==> src/rtl/dlx_pkg.sv <==
// Shared DLX decode definitions: opcode/func encodings, instruction field
// positions, and the enums and decoded bundle passed from ID to EX.
package dlx_pkg;

    localparam int OPC_HI = 31;
    localparam int OPC_LO = 26;
    localparam int RS1_HI = 25;
    localparam int RS1_LO = 21;
    localparam int RS2_HI = 20;
    localparam int RS2_LO = 16;
    localparam int RD_HI  = 15;
    localparam int RD_LO  = 11;
    localparam int FN_HI  = 5;
    localparam int FN_LO  = 0;
    localparam int IMM_HI = 15;
    localparam int OFS_HI = 25;

    localparam logic [5:0] OP_RTYPE = 6'h00;
    localparam logic [5:0] OP_J     = 6'h02;
    localparam logic [5:0] OP_JAL   = 6'h03;
    localparam logic [5:0] OP_BEQZ  = 6'h04;
    localparam logic [5:0] OP_BNEZ  = 6'h05;
    localparam logic [5:0] OP_ADDI  = 6'h08;
    localparam logic [5:0] OP_ANDI  = 6'h0C;
    localparam logic [5:0] OP_ORI   = 6'h0D;
    localparam logic [5:0] OP_XORI  = 6'h0E;
    localparam logic [5:0] OP_LHI   = 6'h0F;
    localparam logic [5:0] OP_LW    = 6'h23;
    localparam logic [5:0] OP_SW    = 6'h2B;

    localparam logic [5:0] FN_ADD = 6'h20;
    localparam logic [5:0] FN_SUB = 6'h22;
    localparam logic [5:0] FN_AND = 6'h24;
    localparam logic [5:0] FN_OR  = 6'h25;
    localparam logic [5:0] FN_XOR = 6'h26;
    localparam logic [5:0] FN_SLL = 6'h04;
    localparam logic [5:0] FN_SRL = 6'h06;
    localparam logic [5:0] FN_SLT = 6'h2A;

    localparam logic [4:0] LINK_REG = 5'd31;

    typedef enum logic [3:0] {
        ALU_ADD, ALU_SUB, ALU_AND, ALU_OR, ALU_XOR,
        ALU_SLL, ALU_SRL, ALU_SLT, ALU_PASSB
    } alu_op_t;

    typedef enum logic [2:0] {
        BR_NONE, BR_BEQZ, BR_BNEZ, BR_J, BR_JAL
    } branch_t;

    typedef struct packed {
        alu_op_t     alu_op;
        logic [31:0] imm;
        logic        use_imm;
        logic        mem_read;
        logic        mem_write;
        logic        illegal;
        branch_t     branch;
        logic [4:0]  rd;
        logic [4:0]  rs1;
        logic [4:0]  rs2;
        logic        use_rs1;
        logic        use_rs2;
    } decoded_t;

endpackage

==> src/rtl/dlx_decoder.sv <==
// Purely combinational DLX instruction decoder: one instruction word in,
// one decoded control/immediate bundle out.
module dlx_decoder
    import dlx_pkg::*;
(
    input  logic [31:0] instr,
    output decoded_t    dec
);

    logic [5:0]  opcode;
    logic [5:0]  func;
    logic [4:0]  fa;
    logic [4:0]  fb;
    logic [4:0]  fc;
    logic [31:0] imm_s;
    logic [31:0] imm_z;
    logic [31:0] imm_h;
    logic [31:0] imm_j;

    assign opcode = instr[OPC_HI:OPC_LO];
    assign func   = instr[FN_HI:FN_LO];
    assign fa     = instr[RS1_HI:RS1_LO];
    assign fb     = instr[RS2_HI:RS2_LO];
    assign fc     = instr[RD_HI:RD_LO];
    assign imm_s  = {{16{instr[IMM_HI]}}, instr[IMM_HI:0]};
    assign imm_z  = {16'h0000, instr[IMM_HI:0]};
    assign imm_h  = {instr[IMM_HI:0], 16'h0000};
    assign imm_j  = {{6{instr[OFS_HI]}}, instr[OFS_HI:0]};

    always_comb begin
        dec = '0;
        case (opcode)
            OP_RTYPE: begin
                dec.rs1     = fa;
                dec.rs2     = fb;
                dec.use_rs1 = 1'b1;
                dec.use_rs2 = 1'b1;
                dec.rd      = fc;
                case (func)
                    FN_ADD:  dec.alu_op = ALU_ADD;
                    FN_SUB:  dec.alu_op = ALU_SUB;
                    FN_AND:  dec.alu_op = ALU_AND;
                    FN_OR:   dec.alu_op = ALU_OR;
                    FN_XOR:  dec.alu_op = ALU_XOR;
                    FN_SLL:  dec.alu_op = ALU_SLL;
                    FN_SRL:  dec.alu_op = ALU_SRL;
                    FN_SLT:  dec.alu_op = ALU_SLT;
                    default: dec.illegal = 1'b1;
                endcase
            end
            OP_ADDI, OP_ANDI, OP_ORI, OP_XORI: begin
                dec.rs1     = fa;
                dec.use_rs1 = 1'b1;
                dec.rd      = fb;
                dec.use_imm = 1'b1;
                dec.imm     = (opcode == OP_ADDI) ? imm_s : imm_z;
                case (opcode)
                    OP_ANDI: dec.alu_op = ALU_AND;
                    OP_ORI:  dec.alu_op = ALU_OR;
                    OP_XORI: dec.alu_op = ALU_XOR;
                    default: dec.alu_op = ALU_ADD;
                endcase
            end
            OP_LHI: begin
                dec.rd      = fb;
                dec.use_imm = 1'b1;
                dec.imm     = imm_h;
                dec.alu_op  = ALU_PASSB;
            end
            OP_LW: begin
                dec.rs1      = fa;
                dec.use_rs1  = 1'b1;
                dec.rd       = fb;
                dec.use_imm  = 1'b1;
                dec.imm      = imm_s;
                dec.mem_read = 1'b1;
            end
            // Store data comes from the [20:16] field, so it is a second source.
            OP_SW: begin
                dec.rs1       = fa;
                dec.rs2       = fb;
                dec.use_rs1   = 1'b1;
                dec.use_rs2   = 1'b1;
                dec.use_imm   = 1'b1;
                dec.imm       = imm_s;
                dec.mem_write = 1'b1;
            end
            OP_BEQZ, OP_BNEZ: begin
                dec.rs1     = fa;
                dec.use_rs1 = 1'b1;
                dec.imm     = imm_s;
                dec.branch  = (opcode == OP_BEQZ) ? BR_BEQZ : BR_BNEZ;
            end
            OP_J: begin
                dec.imm    = imm_j;
                dec.branch = BR_J;
            end
            OP_JAL: begin
                dec.imm    = imm_j;
                dec.branch = BR_JAL;
                dec.rd     = LINK_REG;
            end
            default: dec.illegal = 1'b1;
        endcase

        if (dec.illegal) begin
            dec         = '0;
            dec.illegal = 1'b1;
        end
    end

endmodule

==> src/rtl/id_stage.sv <==
// DLX instruction-decode stage: decoder, load-use/hold/flush hazard control,
// register-file read address muxing and the ID/EX pipeline register.
module id_stage
    import dlx_pkg::*;
#(
    parameter int XLEN = 32
) (
    input  logic            clk,
    input  logic            reset,
    input  logic            if_valid,
    input  logic [31:0]     if_instr,
    input  logic [XLEN-1:0] if_pc,
    output logic            if_ready,
    input  logic            flush,
    input  logic            ex_hold,
    output logic [4:0]      Rs1,
    output logic [4:0]      Rs2,
    output logic            ex_valid,
    output alu_op_t         ex_alu_op,
    output logic [XLEN-1:0] ex_imm,
    output logic            ex_use_imm,
    output logic            ex_mem_read,
    output logic            ex_mem_write,
    output logic            ex_illegal,
    output branch_t         ex_branch,
    output logic [4:0]      ex_rd,
    output logic [XLEN-1:0] ex_pc
);

    decoded_t   dec;
    logic       load_use;
    logic       load_bubble;
    logic [4:0] held_rs1;
    logic [4:0] held_rs2;

    dlx_decoder u_decoder (
        .instr (if_instr),
        .dec   (dec)
    );

    always_comb begin
        load_use = if_valid && ex_valid && ex_mem_read && (ex_rd != 5'd0) &&
                   ((dec.use_rs1 && (dec.rs1 == ex_rd)) ||
                    (dec.use_rs2 && (dec.rs2 == ex_rd)));

        load_bubble = reset || flush || (!ex_hold && (load_use || !if_valid));

        if (reset)
            if_ready = 1'b0;
        else if (flush)
            if_ready = 1'b1;
        else if (ex_hold || load_use)
            if_ready = 1'b0;
        else
            if_ready = 1'b1;

        // While EX is frozen the register file must keep returning the held op's operands.
        if (!reset && !flush && ex_hold) begin
            Rs1 = held_rs1;
            Rs2 = held_rs2;
        end else begin
            Rs1 = dec.rs1;
            Rs2 = dec.rs2;
        end
    end

    always_ff @(posedge clk) begin
        if (load_bubble) begin
            ex_valid     <= 1'b0;
            ex_alu_op    <= ALU_ADD;
            ex_imm       <= '0;
            ex_use_imm   <= 1'b0;
            ex_mem_read  <= 1'b0;
            ex_mem_write <= 1'b0;
            ex_illegal   <= 1'b0;
            ex_branch    <= BR_NONE;
            ex_rd        <= 5'd0;
            ex_pc        <= '0;
            held_rs1     <= 5'd0;
            held_rs2     <= 5'd0;
        end else if (!ex_hold) begin
            ex_valid     <= 1'b1;
            ex_alu_op    <= dec.alu_op;
            ex_imm       <= dec.imm;
            ex_use_imm   <= dec.use_imm;
            ex_mem_read  <= dec.mem_read;
            ex_mem_write <= dec.mem_write;
            ex_illegal   <= dec.illegal;
            ex_branch    <= dec.branch;
            ex_rd        <= dec.rd;
            ex_pc        <= if_pc;
            held_rs1     <= dec.rs1;
            held_rs2     <= dec.rs2;
        end
    end

endmodule

==> config.mk <==
export PLATFORM = sky130hd
export DESIGN_NAME = id_stage
export DESIGN_NICKNAME = d
export VERILOG_FILES = /design/src/rtl/dlx_pkg.sv /design/src/rtl/dlx_decoder.sv /design/src/rtl/id_stage.sv
export SDC_FILE = /design/constraint.sdc
export NUM_CORES = 1
export LEC_CHECK = 0
export BUFFER_PORTS_ARGS = -buffer_cell sky130_fd_sc_hd__buf_2
export CORE_MARGIN = 1.5
export CORE_UTILIZATION = 30
export DETAILED_ROUTE_END_ITERATION = 7
export GPL_TIMING_DRIVEN = 0
export PLACE_DENSITY = 0.55
export SLEW_MARGIN = 20
export SYNTH_ARGS = -nofsm -noshare
export SYNTH_HDL_FRONTEND = slang
export SYNTH_SLANG_ARGS = --single-unit
==> constraint.sdc <==
create_clock -name clk -period 3 [get_ports clk]
set_clock_uncertainty 0.05 [all_clocks]
set_input_delay 0.6 -clock clk [delete_from_list [all_inputs] [get_ports clk]]
set_output_delay 0.6 -clock clk [all_outputs]
set_load 0.01 [all_outputs]
After elaboration in Yosys (flattened, before gate mapping)
Index checks and enable logic that the tools add are counted.
- register bits: 91
- bits of input ports: 69
- output and inout bits: 92
- word-level logic and storage cells: 86
- equal/unequal tests: 21
- muxes and demuxes: 23
- reduce and logical (&&, ||, !) cells: 30
- operators by type and width (kind ; count):
    32-bit case mux with 4 select lines ; 1
    60-bit two-way mux ; 1
    6-bit == test, second input constant ; 8
    32-bit two-way mux ; 1
    6-bit by 4-bit == test with 1-bit output, second input constant ; 5
    6-bit by 3-bit == test with 1-bit output, second input constant ; 4
    3-bit case mux with 7 select lines ; 1
    5-bit two-way mux ; 4
    3-bit case mux with 3 select lines ; 2
    5-bit case mux with 3 select lines ; 1
    6-bit by 2-bit == test with 1-bit output, second input constant ; 2
    4-bit case mux with 3 select lines ; 1
    11-bit OR reduction ; 1
    5-bit == test ; 2
    1-bit logical AND ; 9
    1-bit two-way mux ; 9
    9-bit OR reduction ; 1
    4-bit OR reduction ; 2
    8-bit OR reduction ; 1
    7-bit OR reduction ; 1
    6-bit zero test ; 1
    2-bit OR reduction ; 3
    6-bit OR reduction ; 1
    1-bit logical OR ; 5
    other kinds (4) ; 7

Longest topological paths before layout
- depth in word-level cells: 13
- gate-level depth with buffers: 8
- depth with buffers taken out: 5

Modules after synthesis
Synthesis repeated with hierarchy kept, for this count alone.
- cells, all modules: 610
- area total of the unflattened synthesis: 5609.1 um^2
- by module, submodules not included (module ; times used ; cells an instance ; area an instance (um^2) ; sequential area each (um^2)):
    id_stage ; 1 ; 438 ; 4493.1 ; 1821.7
    dlx_decoder ; 1 ; 172 ; 1116.1 ; 0.0

Worst setup path before layout
No wires, ideal clock.
- path kind: input -> output
- from: input port if_instr[30]
- to: output port if_ready
- arrival: 2.196 ns
- data required time: 2.350 ns
- path slack: 0.154 ns
- cell stages on the path: 8
- buffers on the path: 3
- cells stage by stage: buf_2 -> nor3_2 -> nand2_1 -> a211oi_4 -> o32ai_2 -> buf_6 -> buf_6 -> o31ai_1
- cells in the longest elaborated chain, start to end: 12
- RTL lines (what ; line ; text):
    start, declared ; id_stage.sv:11 ; input logic [31:0] if_instr,
    6-bit by 4-bit == test with 1-bit output, or another cell as far along ; dlx_decoder.sv:32 ; case (opcode)
    11-bit OR reduction (no source line), or another cell as far along ; -- ;
    1-bit case mux with 2 select lines or 5-bit two-way mux (tied branches) ; dlx_decoder.sv:32 ;
    60-bit two-way mux * ; dlx_decoder.sv:106 ; if (dec.illegal) begin
    5-bit == test (on tied branches) ; id_stage.sv:43, id_stage.sv:44 ;
    1-bit logical AND (on tied branches) ; id_stage.sv:43, id_stage.sv:44 ;
    1-bit logical OR * ; id_stage.sv:43 ; ((dec.use_rs1 && (dec.rs1 == ex_rd)) ||
    1-bit logical AND * ; id_stage.sv:42 ; load_use = if_valid && ex_valid && ex_mem_read && (ex_rd != 5'd0) &&
    1-bit logical OR * ; id_stage.sv:52 ; else if (ex_hold || load_use)
    1-bit two-way mux * ; id_stage.sv:52 ;
    1-bit two-way mux * ; id_stage.sv:50 ; else if (flush)
    1-bit two-way mux * ; id_stage.sv:48 ; if (reset)
    end, declared ; id_stage.sv:13 ; output logic if_ready,
Mark *: on every way between the ends. The rest lies on a longest branch, timed or not.

Final worst setup path
- from: input port flush
- to: output port Rs1[0]
- cells in the longest elaborated chain, start to end: 4
- RTL lines (what ; line ; text):
    start, declared ; id_stage.sv:14 ; input logic flush,
    1-bit zero test ; id_stage.sv:58 ; if (!reset && !flush && ex_hold) begin
    1-bit logical AND (2 in a row) ; id_stage.sv:58 ;
    5-bit two-way mux ; id_stage.sv:58 ;
    end, declared ; id_stage.sv:16 ; output logic [4:0] Rs1,
Every way passes these cells.

==> key figures <==
Critical path
  – Crit path max fanout: 10
  – R2R depth: 8
  – Crit path buffers/inverters: 5
  – Worst reg-to-reg setup slack: 0.75 ns
  – Kind of critical path: in -> out
  – CP Depth: 9
  – Terminus of the critical flop-to-flop path: ex_imm[13]
  – Critical Path Start Type: input pin
  – Slowest CP cell: or2_2
  – Kind of cell adding the most delay to the critical path: buffers and inverters
  – Worst Setup SP: flush
  – Slowest stage delay, CP: 0.29 ns
  – Worst EP required: 2.35 ns
  – Crit path DAT: 2.34 ns
  – Reg2reg start: ex_rd[3]
  – Worst setup path endpoint: Rs1[0]
  – Critical path endpoint category: primary output
  – Critical path, cell by cell: buf_2 > or2_2 > clkbuf_1 > nor2_4 > buf_4 > buf_4 > nand2_1 > o41ai_1 > buf_2

Synthesis
  – Yosys synthesis warning count: 0
  – Share of the synthesized area in the top cell type: 42.0%
  – Post-Synthesis Cells: 546
  – Mapped cell area: 4340 um^2
  – Post-synth top flop: dfxtp_1
  – Library cells used by synthesis: 56
  – Syn Nets: 615
  – Seq cells post-synth: 91
  – Synth async-reset ratio: 0%
  – Main combinational cell family by area after synthesis: compound AO/OA/AOI/OAI gates
  – Synth area leaders: dfxtp_1 (42%), nand2_1 (12%), o21ai_1 (4.6%), o31ai_1 (4.5%), o21ai_0 (4.1%)
  – Compound-gate portion of the synthesized area: 26.5%
  – Synth cell count leaders: nand2_1 (134), dfxtp_1 (91), o21ai_1 (40)
  – Mux share of post-synthesis cell area: 0%
  – Post-synthesis adder-cell area fraction: 0%
  – Mean area per synthesized cell: 7.95 um^2
  – Synth Area in XOR/XNOR: 1.82%
  – Synth Area in Simple Gates: 23.9%
  – EDFF count, synth: 0
  – Area leader, netlist: dfxtp_1
  – Top-count cell post-synth: nand2_1
  – Post-synthesis sequential area ratio: 42.0%

Placement
  – Routability-driven placement congestion ratio: 0.846
  – Port-buffer cells: 155
  – Placed cell area: 5340 um^2
  – Post-detail-place hpwl: 12300 um

Clock network
  – CTS H-tree lvls: 3
  – Clk Latency, worst-skew pair: 0.35 ns
  – CTS sink count: 91
  – CTS Hold Bufs: 0
  – Root Driver: clkbuf_16
  – CTS Buffer Depth: 2
  – CTS tree: done
  – Reg clk slew, reported paths: 0.06 ns
  – Cts bufs inserted: 9

Detailed routing
  – DR pass1 iterations: 4
  – Post-DR vias/cell: 5.32
  – DR WL/cell: 17.6 um
  – Vias: 4779
  – Final WL: 15800 um
  – # DRC: 0
  – DRT antenna net count: 0
  – Iteration-0 DRC Markers: 213

Timing
  – Sum Neg Setup Slack: 0 ns
  – Final period util: 99.6%
  – Final setup viols: 0
  – Worst-Margin Slew: 1.09 ns
  – Max-Slew Margin vs Limit: 26.4%
  – F_max: 335 MHz
  – Unrepaired setup endpoints after global routing: true
  – Hold Fails Final Rpt: 0
  – Period minus WS final: 2.99 ns
  – Final count of pins violating max slew: 0

Floorplanning
  – Initial core utilization: 31.0%
  – Total die area: 15200 um^2
  – Die width: 123 um
  – # rows: 43
  – Die Ht: 123 um
  – Core box area: 14000 um^2
  – Top Ports: 161

Global routing
  – GRT Residual Overflow: 0
  – Total GRT Usage: 21.0%
  – Antenna violations before repair: 0
  – Largest net degree at the start of global routing: 15
  – Global-route wire length before repair: 24200 um
  – Number of global-route vias before repair: 4629

Min path
  – Worst Hold Depth: 2
  – Hold Crit Class: reg -> reg

Power
  – Max VDD drop: 0.000304 V
  – Cell Pwr Density: 478 nW/um^2
  – Pleak: 0.00243 uW

Finish
  – Register Area: 1830 um^2
  – Final instance area: 5800 um^2
  – P&R area growth vs syn: 33.6%
  – FILL cells: 1464
  – Final #Nets: 784
  – Fraction of layout cells with a size suffix above 1: 31.4%
  – Area of the multi-input gates: 2350 um^2
  – Ant diodes: 0

Outcome
  – Status: finished clean

Run
  – Max Cap Viol: 0
report_power, final:
part / switching (uW) / internal, uW
Sequential: 5.92 / 1220
Combinational: 169 / 93.2
Clock: 477 / 808
Total: 653 / 2120
layer usage:
metal	up-vias	routed length (um)	share of wire (%)	track usage, %
met3	24	1250	7.9	6.41
met2	198	7120	45	33.8
met4	0	294	1.9	5.75
met1	2267	7130	45	27.3
li1	2290	-	-	-
met5	-	0	0	0
through the flow:
stage               setup WS (ns)  instances  hold slack, ns  power (uW)  util, %
floorplan                   0.154        546           0.369        1380        -
global placement           -0.697        881           0.382        1500     38.2
detailed placement         -0.726        881           0.386        1500     38.2
CTS                       -0.0170        899           0.394        2780     41.3
global route              -0.0734        899           0.415        2860     41.5
finish                     0.0108        899           0.391        2770     41.5
flip-flops by register name, summed over array words and instances, names as in the netlist, 3 cells and up:
signal     flops
ex_imm        32
ex_pc         32
ex_rd          5
held_rs1       5
held_rs2       5
ex_alu_op      4
ex_branch      3
worst reg2reg max path, cell delays in order, from the launching register on:
cell,delay (ns)
dfxtp_2,0.36
xor2_1,0.17
nor4_1,0.32
nand4_1,0.22
o32ai_4,0.31
buf_6,0.15
buf_4,0.18
buf_2,0.26
o21ai_1,0.11
area by class of cell:
cell class	instances	share of cell area (%)
multi-input combinational	401	40.5
sequential	91	31.5
timing repair buffer	159	13.9
clock buffer	10	3.95
tap	180	3.88
buffer	42	3.82
clock inverter	5	1.77
inverter	11	0.712
worst min path at each step:
stage	from	end	slack (ns)
detailed placement	ex_imm[12]	ex_imm[12]	0.39
global placement	ex_pc[29]	ex_pc[29]	0.38
global route	ex_imm[12]	ex_imm[12]	0.42
finish	ex_pc[31]	ex_pc[31]	0.39
CTS	ex_imm[12]	ex_imm[12]	0.39
floorplan	held_rs1[0]	held_rs1[0]	0.37
cell families after synthesis:
family | count (synthesis)
xor gates and xnor gates | 9
AOI/OAI and AO/OA | 169
buffers and inverters | 54
and+or+nand+nor | 223
DFF | 91
layout by cell type (no fill, tap or decap), drive strengths merged, types with 3 or more instances in the layout:
| cell type | n |
|---|---|
| a22o | 6 |
| nand2 | 134 |
| nand2b | 4 |
| xor2 | 7 |
| o31ai | 31 |
| buf | 179 |
| a21oi | 7 |
| a211oi | 13 |
| nor2b | 5 |
| o41ai | 5 |
| clkbuf | 32 |
| nand3 | 28 |
| a41o | 5 |
| o21ai | 77 |
| nor3 | 8 |
| nand4 | 3 |
| nor3b | 7 |
| dfxtp | 91 |
| nand3b | 3 |
| nor4 | 3 |
| nor2 | 12 |
| or2 | 3 |
| inv | 11 |
| and3 | 3 |
| a221oi | 9 |
| bufinv | 3 |
timing repair:
| item | CTS | global route |
|---|---|---|
| resized for setup | 24 | 6 |
| setup buffers | 4 | 0 |
| setup endpoints to repair | 11 | 11 |
| pin swaps | 4 | 3 |
| hold endpoints to repair | 0 | 0 |
Power figures use the tool's default switching activity.
